$ cat src/rtl/mk_watchdog.sv
// Watchdog for the companion MK: expects rising edges on event_mk and pulses the
// MK's active-low reset when they stop. A high boot0 suspends supervision.
module mk_watchdog #(
   parameter int unsigned TIMEOUT_CYC      = 1_250_000,
   parameter int unsigned BOOT_TIMEOUT_CYC = 2_500_000,
   parameter int unsigned RST_PULSE_CYC    = 12_500
) (
   input  logic       clk,
   input  logic       srstb,
   input  logic       event_mk,
   input  logic       boot0,
   output logic       rst_n,
   output logic [7:0] fire_cnt
);

   localparam int unsigned MAX_AB  = (TIMEOUT_CYC > BOOT_TIMEOUT_CYC) ? TIMEOUT_CYC : BOOT_TIMEOUT_CYC;
   localparam int unsigned MAX_CYC = (MAX_AB > RST_PULSE_CYC) ? MAX_AB : RST_PULSE_CYC;
   localparam int unsigned CNT_W   = $clog2(MAX_CYC) + 1;

   localparam logic [CNT_W-1:0] RUN_LAST  = CNT_W'(TIMEOUT_CYC - 1);
   localparam logic [CNT_W-1:0] ARM_LAST  = CNT_W'(BOOT_TIMEOUT_CYC - 1);
   localparam logic [CNT_W-1:0] FIRE_LAST = CNT_W'(RST_PULSE_CYC - 1);

   typedef enum logic [1:0] {ARM, RUN, FIRE, BOOT} state_t;

   state_t           state, state_nxt;
   logic [CNT_W-1:0] cnt, cnt_nxt;
   logic             rst_n_nxt;
   logic [7:0]       fire_cnt_nxt;

   logic ev_meta, ev_sync, ev_prev;
   logic boot_meta, boot_sync;
   logic kick;

   assign kick = ev_sync & ~ev_prev;

   always_ff @(posedge clk or negedge srstb) begin
      if (!srstb) begin
         ev_meta   <= 1'b0;
         ev_sync   <= 1'b0;
         ev_prev   <= 1'b0;
         boot_meta <= 1'b0;
         boot_sync <= 1'b0;
         state     <= ARM;
         cnt       <= '0;
         rst_n     <= 1'b1;
         fire_cnt  <= '0;
      end else begin
         ev_meta   <= event_mk;
         ev_sync   <= ev_meta;
         ev_prev   <= ev_sync;
         boot_meta <= boot0;
         boot_sync <= boot_meta;
         state     <= state_nxt;
         cnt       <= cnt_nxt;
         rst_n     <= rst_n_nxt;
         fire_cnt  <= fire_cnt_nxt;
      end
   end

   // Priority: boot0, then kick, then timeout; counter clears on every transition.
   always_comb begin
      state_nxt = state;
      cnt_nxt   = cnt + CNT_W'(1);
      if (boot_sync) begin
         state_nxt = BOOT;
         cnt_nxt   = '0;
      end else begin
         case (state)
            ARM: begin
               if (kick) begin
                  state_nxt = RUN;
                  cnt_nxt   = '0;
               end else if (cnt == ARM_LAST) begin
                  state_nxt = FIRE;
                  cnt_nxt   = '0;
               end
            end
            RUN: begin
               if (kick) begin
                  cnt_nxt = '0;
               end else if (cnt == RUN_LAST) begin
                  state_nxt = FIRE;
                  cnt_nxt   = '0;
               end
            end
            FIRE: begin
               if (cnt == FIRE_LAST) begin
                  state_nxt = ARM;
                  cnt_nxt   = '0;
               end
            end
            BOOT: begin
               state_nxt = ARM;
               cnt_nxt   = '0;
            end
            default: begin
               state_nxt = ARM;
               cnt_nxt   = '0;
            end
         endcase
      end
   end

   // rst_n follows the registered state, so the low pulse spans the FIRE cycles one edge late.
   always_comb begin
      rst_n_nxt    = (state != FIRE);
      fire_cnt_nxt = fire_cnt;
      if (state_nxt == FIRE && state != FIRE && fire_cnt != 8'hFF) begin
         fire_cnt_nxt = fire_cnt + 8'd1;
      end
   end

endmodule

$ cat config.mk
export PLATFORM = sky130hd
export DESIGN_NAME = mk_watchdog
export DESIGN_NICKNAME = d
export VERILOG_FILES = /design/src/rtl/mk_watchdog.sv
export SDC_FILE = /design/constraint.sdc
export NUM_CORES = 1
export LEC_CHECK = 0
export CORE_MARGIN = 2
export CORE_UTILIZATION = 52
export CTS_CLUSTER_DIAMETER = 150
export DETAILED_ROUTE_END_ITERATION = 10
export GPL_TIMING_DRIVEN = 0
export PLACE_DENSITY = 0.81
export RECOVER_POWER = 50
export SLEW_MARGIN = 20
export SYNTH_ARGS = -nofsm -noshare
export SYNTH_HDL_FRONTEND = slang
export SYNTH_SLANG_ARGS = --single-unit
$ cat constraint.sdc
create_clock -name clk -period 2 [get_ports clk]
set_input_delay 0.4 -clock clk [delete_from_list [all_inputs] [get_ports clk]]
set_output_delay 0.4 -clock clk [all_outputs]
set_load 0.02 [all_outputs]
==> impl_results.md, run 1 <==
- Worst setup SP type: register
- PwrDens: between 500 and 600 nW/um^2
- Non-filler cells, final: around 270
- Initial core utilization: 0.542
- # rows: 22
- Overall power: approximately 1.5 mW
- Top FF cell, synth: dfrtp_1
- Internal power: around 1.2 mW
- Crit path time final: around 2.1 ns
- Synth top area cells: dfrtp_1 (48%), xor2_1 (7.9%), nor2_1 (6.8%)
- Post-synth ARST share: 1.00
- Setup CP Type: reg2reg
- Final Hold Vio Count: 0
- Global route total overflow: 0
- Port Buf Inserts: 12
- # fillers: ~260
- Placed cells: around 240
- Leakage: 1.06 nW
- 1st-iter DRT viols: 87
- Via count: around 1400
- DP Wirelength: between 2000 and 3000 microns
- CTS buffer count: 5
- YS warnings: 0
- R2R depth: 8
- Clock-pin slew of the registers on the worst-case setup and hold paths: ~0.070 ns
- Cells after Synth: between 150 and 200
- Synthesized area: approximately 2000 sq um
- H-tree depth: 2
- Fmax: about 0.47 GHz
- Vias in the first global route: approximately 1300
- Worst Skew: approximately 0.0042 ns
- Drt pass-1 iters: 4
- Drt via density: between 5 and 6
- Final WS setup: -0.136 ns
- Sequential Power Share: 0.540
- Core box area: roughly 3700 sq um
- Final net count: between 200 and 250
- Final ANT Viol Nets: 0
- CTS Root Cell: clkbuf_8
- Synth top cells by count: dfrtp_1 (38), nor2_1 (36), xor2_1 (18), nand2_1 (12)
- Share of cells above drive strength 1: 0.332
- Period utilisation layout: 1.07
- Top cell type's share of synthesized area: 0.479
- Mean post-synth cell area: 10.8 sq um
- Skew-Pair Late Insertion Delay: 0.29 ns
- IO Pins: 13
- Peak supply drop: about 0.00044 V
- Comb pwr share: 0.071
- Post-Route WL: between 4000 and 5000 microns
- Data required, critical path: ~2.2 ns
- Hold Buf Count CTS: 0
- P&R area growth vs syn: 26.6%
- Final Max Slew Viols: 0
- Largest net degree at the start of global routing: 24
- Area leader, netlist: dfrtp_1
- Die X: approximately 66 microns
- Switching Fraction: 0.225
- First-pass GRT wire length: between 6000 and 7000 microns
- CTS tree: done
- Top-count cell post-synth: dfrtp_1
- Critical path peak fanout: 8
- Ant diodes: 0
- Setup TNS: -0.933 ns
- Net Count, Synth: around 190
- Max Root-Sink Buffers: 2
- Outcome: finished with violations
- Tightest Pin Transition: around 0.90 ns
- RSZ-0062 raised after global routing: yes
- CP endpoint kind: register
- Clk sinks: 39
- Sequential share of the synthesized area: 0.493
- Initial antenna violation count: 0
- Failing checks: negative setup slack
- CP arrival: 2.32 ns
- GP Congestion: between 0.7 and 0.8
- Util after Layout: 0.686
- Setup WS pre-CTS: -0.107 ns
- Slew margin rel.: 0.400
- Hold WC Path Type: in2async
- Final setup fails: 25
- Yosys cell types: 44
- Die height: around 66 microns
- Synth Register Bits: 39
- DRC Markers: 0
- Post-synth EDFFs: 0
- Routed len/inst: approximately 15 microns
- Gr usage total: 0.195
- Clock share of power: 0.389
- Max-cap violations: 0
- Die area: about 4300 sq um
- Switch Pwr: between 0.3 and 0.4 mW
## what timing repair did
action                     in CTS  in global routing
setup endpoints to repair      24                 28
gates resized for setup         2                 28
cloned                          0                  1
buffers inserted                8                  7
pin swaps                       5                 10
## power by group through the flow
stage                     Sequential (mW)  Clock (mW)  Combinational, mW
after detailed placement            0.826           0             0.0777
after floorplan                     0.826           0             0.0379
after global routing                0.811       0.621              0.116
after CTS                           0.810       0.590             0.0778
final                               0.811       0.584              0.107
after global placement              0.825           0             0.0714
## routing by layer
layer | GRT usage | share of wire
met5 | 0 | 0
met4 | 0.0859 | 0.015
met3 | 0.0462 | 0.024
met2 | 0.311 | 0.51
met1 | 0.254 | 0.45
## cells in the final DEF (no fill, tap or decap), drive strengths merged, types with 2 or more instances in the layout
cell and count:
dfrtp 38, nor2 36, buf 19, xor2 18
nand2 13, clkdlybuf4s50 11, nand3 11, clkbuf 11
xnor2 10, nor4 9, nand4 7, inv 5
and3 3, or4 2, and4b 2, nor4b 2
or2 2, nor2b 2, and2 2, and4 2
nor3 2, ha 2
## final cells by class
| class | instances | area, sq um | share of cell area |
|---|---|---|---|
| sequential | 39 | 982 | 0.391 |
| timing repair buffer | 29 | 260 | 0.104 |
| clock buffer | 8 | 100 | 0.0399 |
| tap | 48 | 60.1 | 0.0239 |
| multi-input combinational | 135 | 1040 | 0.416 |
| inverter | 5 | 18.8 | 0.00747 |
| buffer | 4 | 46.3 | 0.0184 |
## cell families (layout without fill, tap and decap cells)
group,Yosys count,after routing,share of synthesized area
fa+ha+maj,2,2,0.0126
compound gates,4,4,0.0246
simple gates,100,100,0.314
mux,1,1,0.00568
buf+inv,9,46,0.0271
flops,39,39,0.493
xor+xnor,28,28,0.124
## flip-flops by register name (all words and copies together) (netlist names)
signal / flops
state: 2
boot_meta: 1
fire_cnt: 8
rst_n: 1
boot_sync: 1
ev_sync: 1
ev_prev: 1
ev_meta: 1
cnt: 23
## worst paths after layout
path / from / end / slack [ns]
worst max-delay path: cnt[15] / fire_cnt[1] / -0.14
worst min-delay path: srstb / cnt[6] / 0.21
worst max register to register: cnt[15] / fire_cnt[1] / -0.14
worst min register to register: ev_meta / ev_sync / 0.36
max in group asynchronous: srstb / cnt[9] / 0.70
min in group clk: ev_meta / ev_sync / 0.36
## metrics by stage
| step | instance area, sq um | hold slack (ns) |
|---|---|---|
| 4_1_cts | 2360 | 0.0440 |
| 6_report | 2510 | 0.211 |
| 2_1_floorplan | 1990 | 0.104 |
| 3_5_place_dp | 2190 | 0.350 |
| 5_1_grt | 2510 | 0.299 |
| 3_3_place_gp | 2170 | 0.333 |
## worst max-delay path, cell delays in order (launching register included)
cell and delay [ns]:
dfrtp_2 0.42, nor4_4 0.33, buf_4 0.18, buf_6 0.08
nand4_1 0.08, o31a_1 0.26, buf_6 0.15, nor3_4 0.19
mux2_4 0.32
(Power assumes the default switching activity.)
==> run 2: changes to the inputs <==
Settings changed: CORE_ASPECT_RATIO from default to 1.75.
==> impl_results.md, run 2 (synthesis gave the netlist of run 1 again) <==
- Final Max Slew Viols: 0
- Initial antenna violation count: 0
- Failing checks: negative setup slack
- DRC Markers: 0
- Hold slack: around 0.25 ns
- Vias in the first global route: 1528
- Routed len/inst: 17.2 microns
- Max Root-Sink Buffers: 2
- Drt pass-1 iters: 4
- Initial core utilization: 0.547
- Setup WS pre-CTS: -0.137 ns
- Largest net degree at the start of global routing: 24
- P&R area growth vs syn: 22.9%
- Die X: between 50 and 60 microns
- Worst Skew: approximately 0.0078 ns
- Critical path peak fanout: 8
- Data required, critical path: between 2 and 2.5 ns
- PwrDens: just under 600 nW/um^2
- Ant diodes: 0
- Post-DP Area: between 2000 and 2500 sq um
- Die height: approximately 86 microns
- Clock-pin slew of the registers on the worst-case setup and hold paths: roughly 0.07 ns
- Setup TNS: -0.709 ns
- Switch Pwr: roughly 0.34 mW
- Clock share of power: 0.366
- Clk sinks: 39
- First-pass GRT wire length: ~7200 microns
- 1st-iter DRT viols: about 70
- Drt via density: about 5.6
- GP Congestion: around 0.90
- Final Hold Vio Count: 0
- Skew-Pair Late Insertion Delay: 0.30 ns
- Period utilisation layout: 1.05
- CTS tree: done
- Share of cells above drive strength 1: 0.273
- Internal power: ~1.1 mW
- Peak supply drop: 0.000580 V
- Max reg flops: 23
- Final net count: ~220
- Final ANT Viol Nets: 0
- Final setup fails: 24
- Hold Buf Count CTS: 0
- Most common cell after layout, fill and taps aside: nor2_1
- Top Registers: cnt: 23 flops, fire_cnt: 8 flops, state: 2 flops
- Global route total overflow: 0
- Outcome: finished with violations
- RSZ-0062 raised after global routing: yes
- Post-Layout Inst Area: between 2000 and 2500 sq um
- Switching Fraction: 0.241
- CTS Root Cell: clkbuf_8
- Non-filler cells, final: approximately 260
- Commonest non-fill, non-tap cells in the layout: nor2_1 (35), dfrtp_1 (33), xor2_1 (18), buf_4 (13), nand2_1 (12)
- Tightest Pin Transition: between 1 and 1.5 ns
- Via count: 1478
- Hold WC Path Type: in2async
- # rows: 29
- CP arrival: roughly 2.3 ns
- # fillers: 268
- Port Buf Inserts: 12
- Max-cap violations: 0
- Die area: ~4300 sq um
- H-tree depth: 2
- Placed cells: around 240
- Comb pwr share: 0.062
- Final WS setup: -0.0967 ns
- CTS buffer count: 5
- Largest Register: cnt
- Leakage: ~1.0 nW
- Core box area: between 3000 and 4000 sq um
- Worst setup SP type: register
- IO Pins: 13
- Fmax: between 0.4 and 0.5 GHz
- CP endpoint kind: register
- Post-Route WL: between 4000 and 5000 microns
- Gr usage total: 0.225
- Sequential Power Share: 0.572
- Slew margin rel.: 0.328
- Setup CP Type: reg2reg
- Crit path time final: ~2.1 ns
- DP Wirelength: a little under 3000 microns
==> run 2: path summary, 6_finish.rpt <==
check,startpoint,endpoint,slack (ns),cells past startpoint
min in group clk,boot_meta,boot_sync,0.36,0
min reg2reg,boot_meta,boot_sync,0.36,0
max,cnt[15],fire_cnt[1],-0.1,7
min,srstb,fire_cnt[7],0.25,1
max reg2reg,cnt[15],fire_cnt[1],-0.1,7
max in group asynchronous,srstb,rst_n,1.05,2
==> run 2: repair_timing <==
item                                    CTS  global route
resized for setup                         3            12
setup buffers                             8             4
pin swaps                                 7            10
endpoints found under the setup margin   26            31
==> run 2: metrics by stage <==
| step | total power, mW | utilization |
|---|---|---|
| floorplan | 0.864 | - |
| detailed placement | 0.905 | 0.604 |
| finish | 1.42 | 0.672 |
| CTS | 1.43 | 0.648 |
| global placement | 0.896 | 0.598 |
| global route | 1.47 | 0.672 |
==> run 2: power groups by stage <==
stage | clock network [mW] | registers (mW) | logic [mW]
finish | 0.520 | 0.811 | 0.0875
detailed placement | 0 | 0.826 | 0.0793
global placement | 0 | 0.825 | 0.0705
floorplan | 0 | 0.826 | 0.0379
global route | 0.563 | 0.813 | 0.0976
CTS | 0.534 | 0.810 | 0.0830
==> run 2: layout make-up <==
cell class | instances | area, sq um | area share
plain buffers | 4 | 35.0 | 0.0144
flip-flops and latches | 39 | 983 | 0.403
clock inverters | 3 | 15.0 | 0.00616
inverters | 5 | 18.8 | 0.00770
multi-input cells | 135 | 1030 | 0.421
clock buffers | 5 | 68.8 | 0.0282
repair buffers | 25 | 231 | 0.0950
well taps | 46 | 57.6 | 0.0236
==> run 2: per-layer routing <==
layer	wire [microns]	part of all wire	global-route usage	vias up
li1	-	-	-	685
met1	1680	0.37	0.249	726
met2	2500	0.55	0.400	52
met3	171	0.038	0.0488	15
met4	161	0.036	0.106	0
met5	0	0	0	-
==> run 2: worst max-delay path: stages (launching register included) <==
cell     delay [ns]
dfrtp_2        0.42
nor4_4         0.37
buf_4          0.18
nand4_1        0.09
o31a_1         0.26
buf_6          0.15
nor3_4         0.19
mux2_4         0.32
==> run 3: changes to the inputs <==
Settings changed: SKIP_LAST_GASP from default to 1.
==> results of run 3 <==
The final DEF is identical to that of run 2; final timing and power are the same.
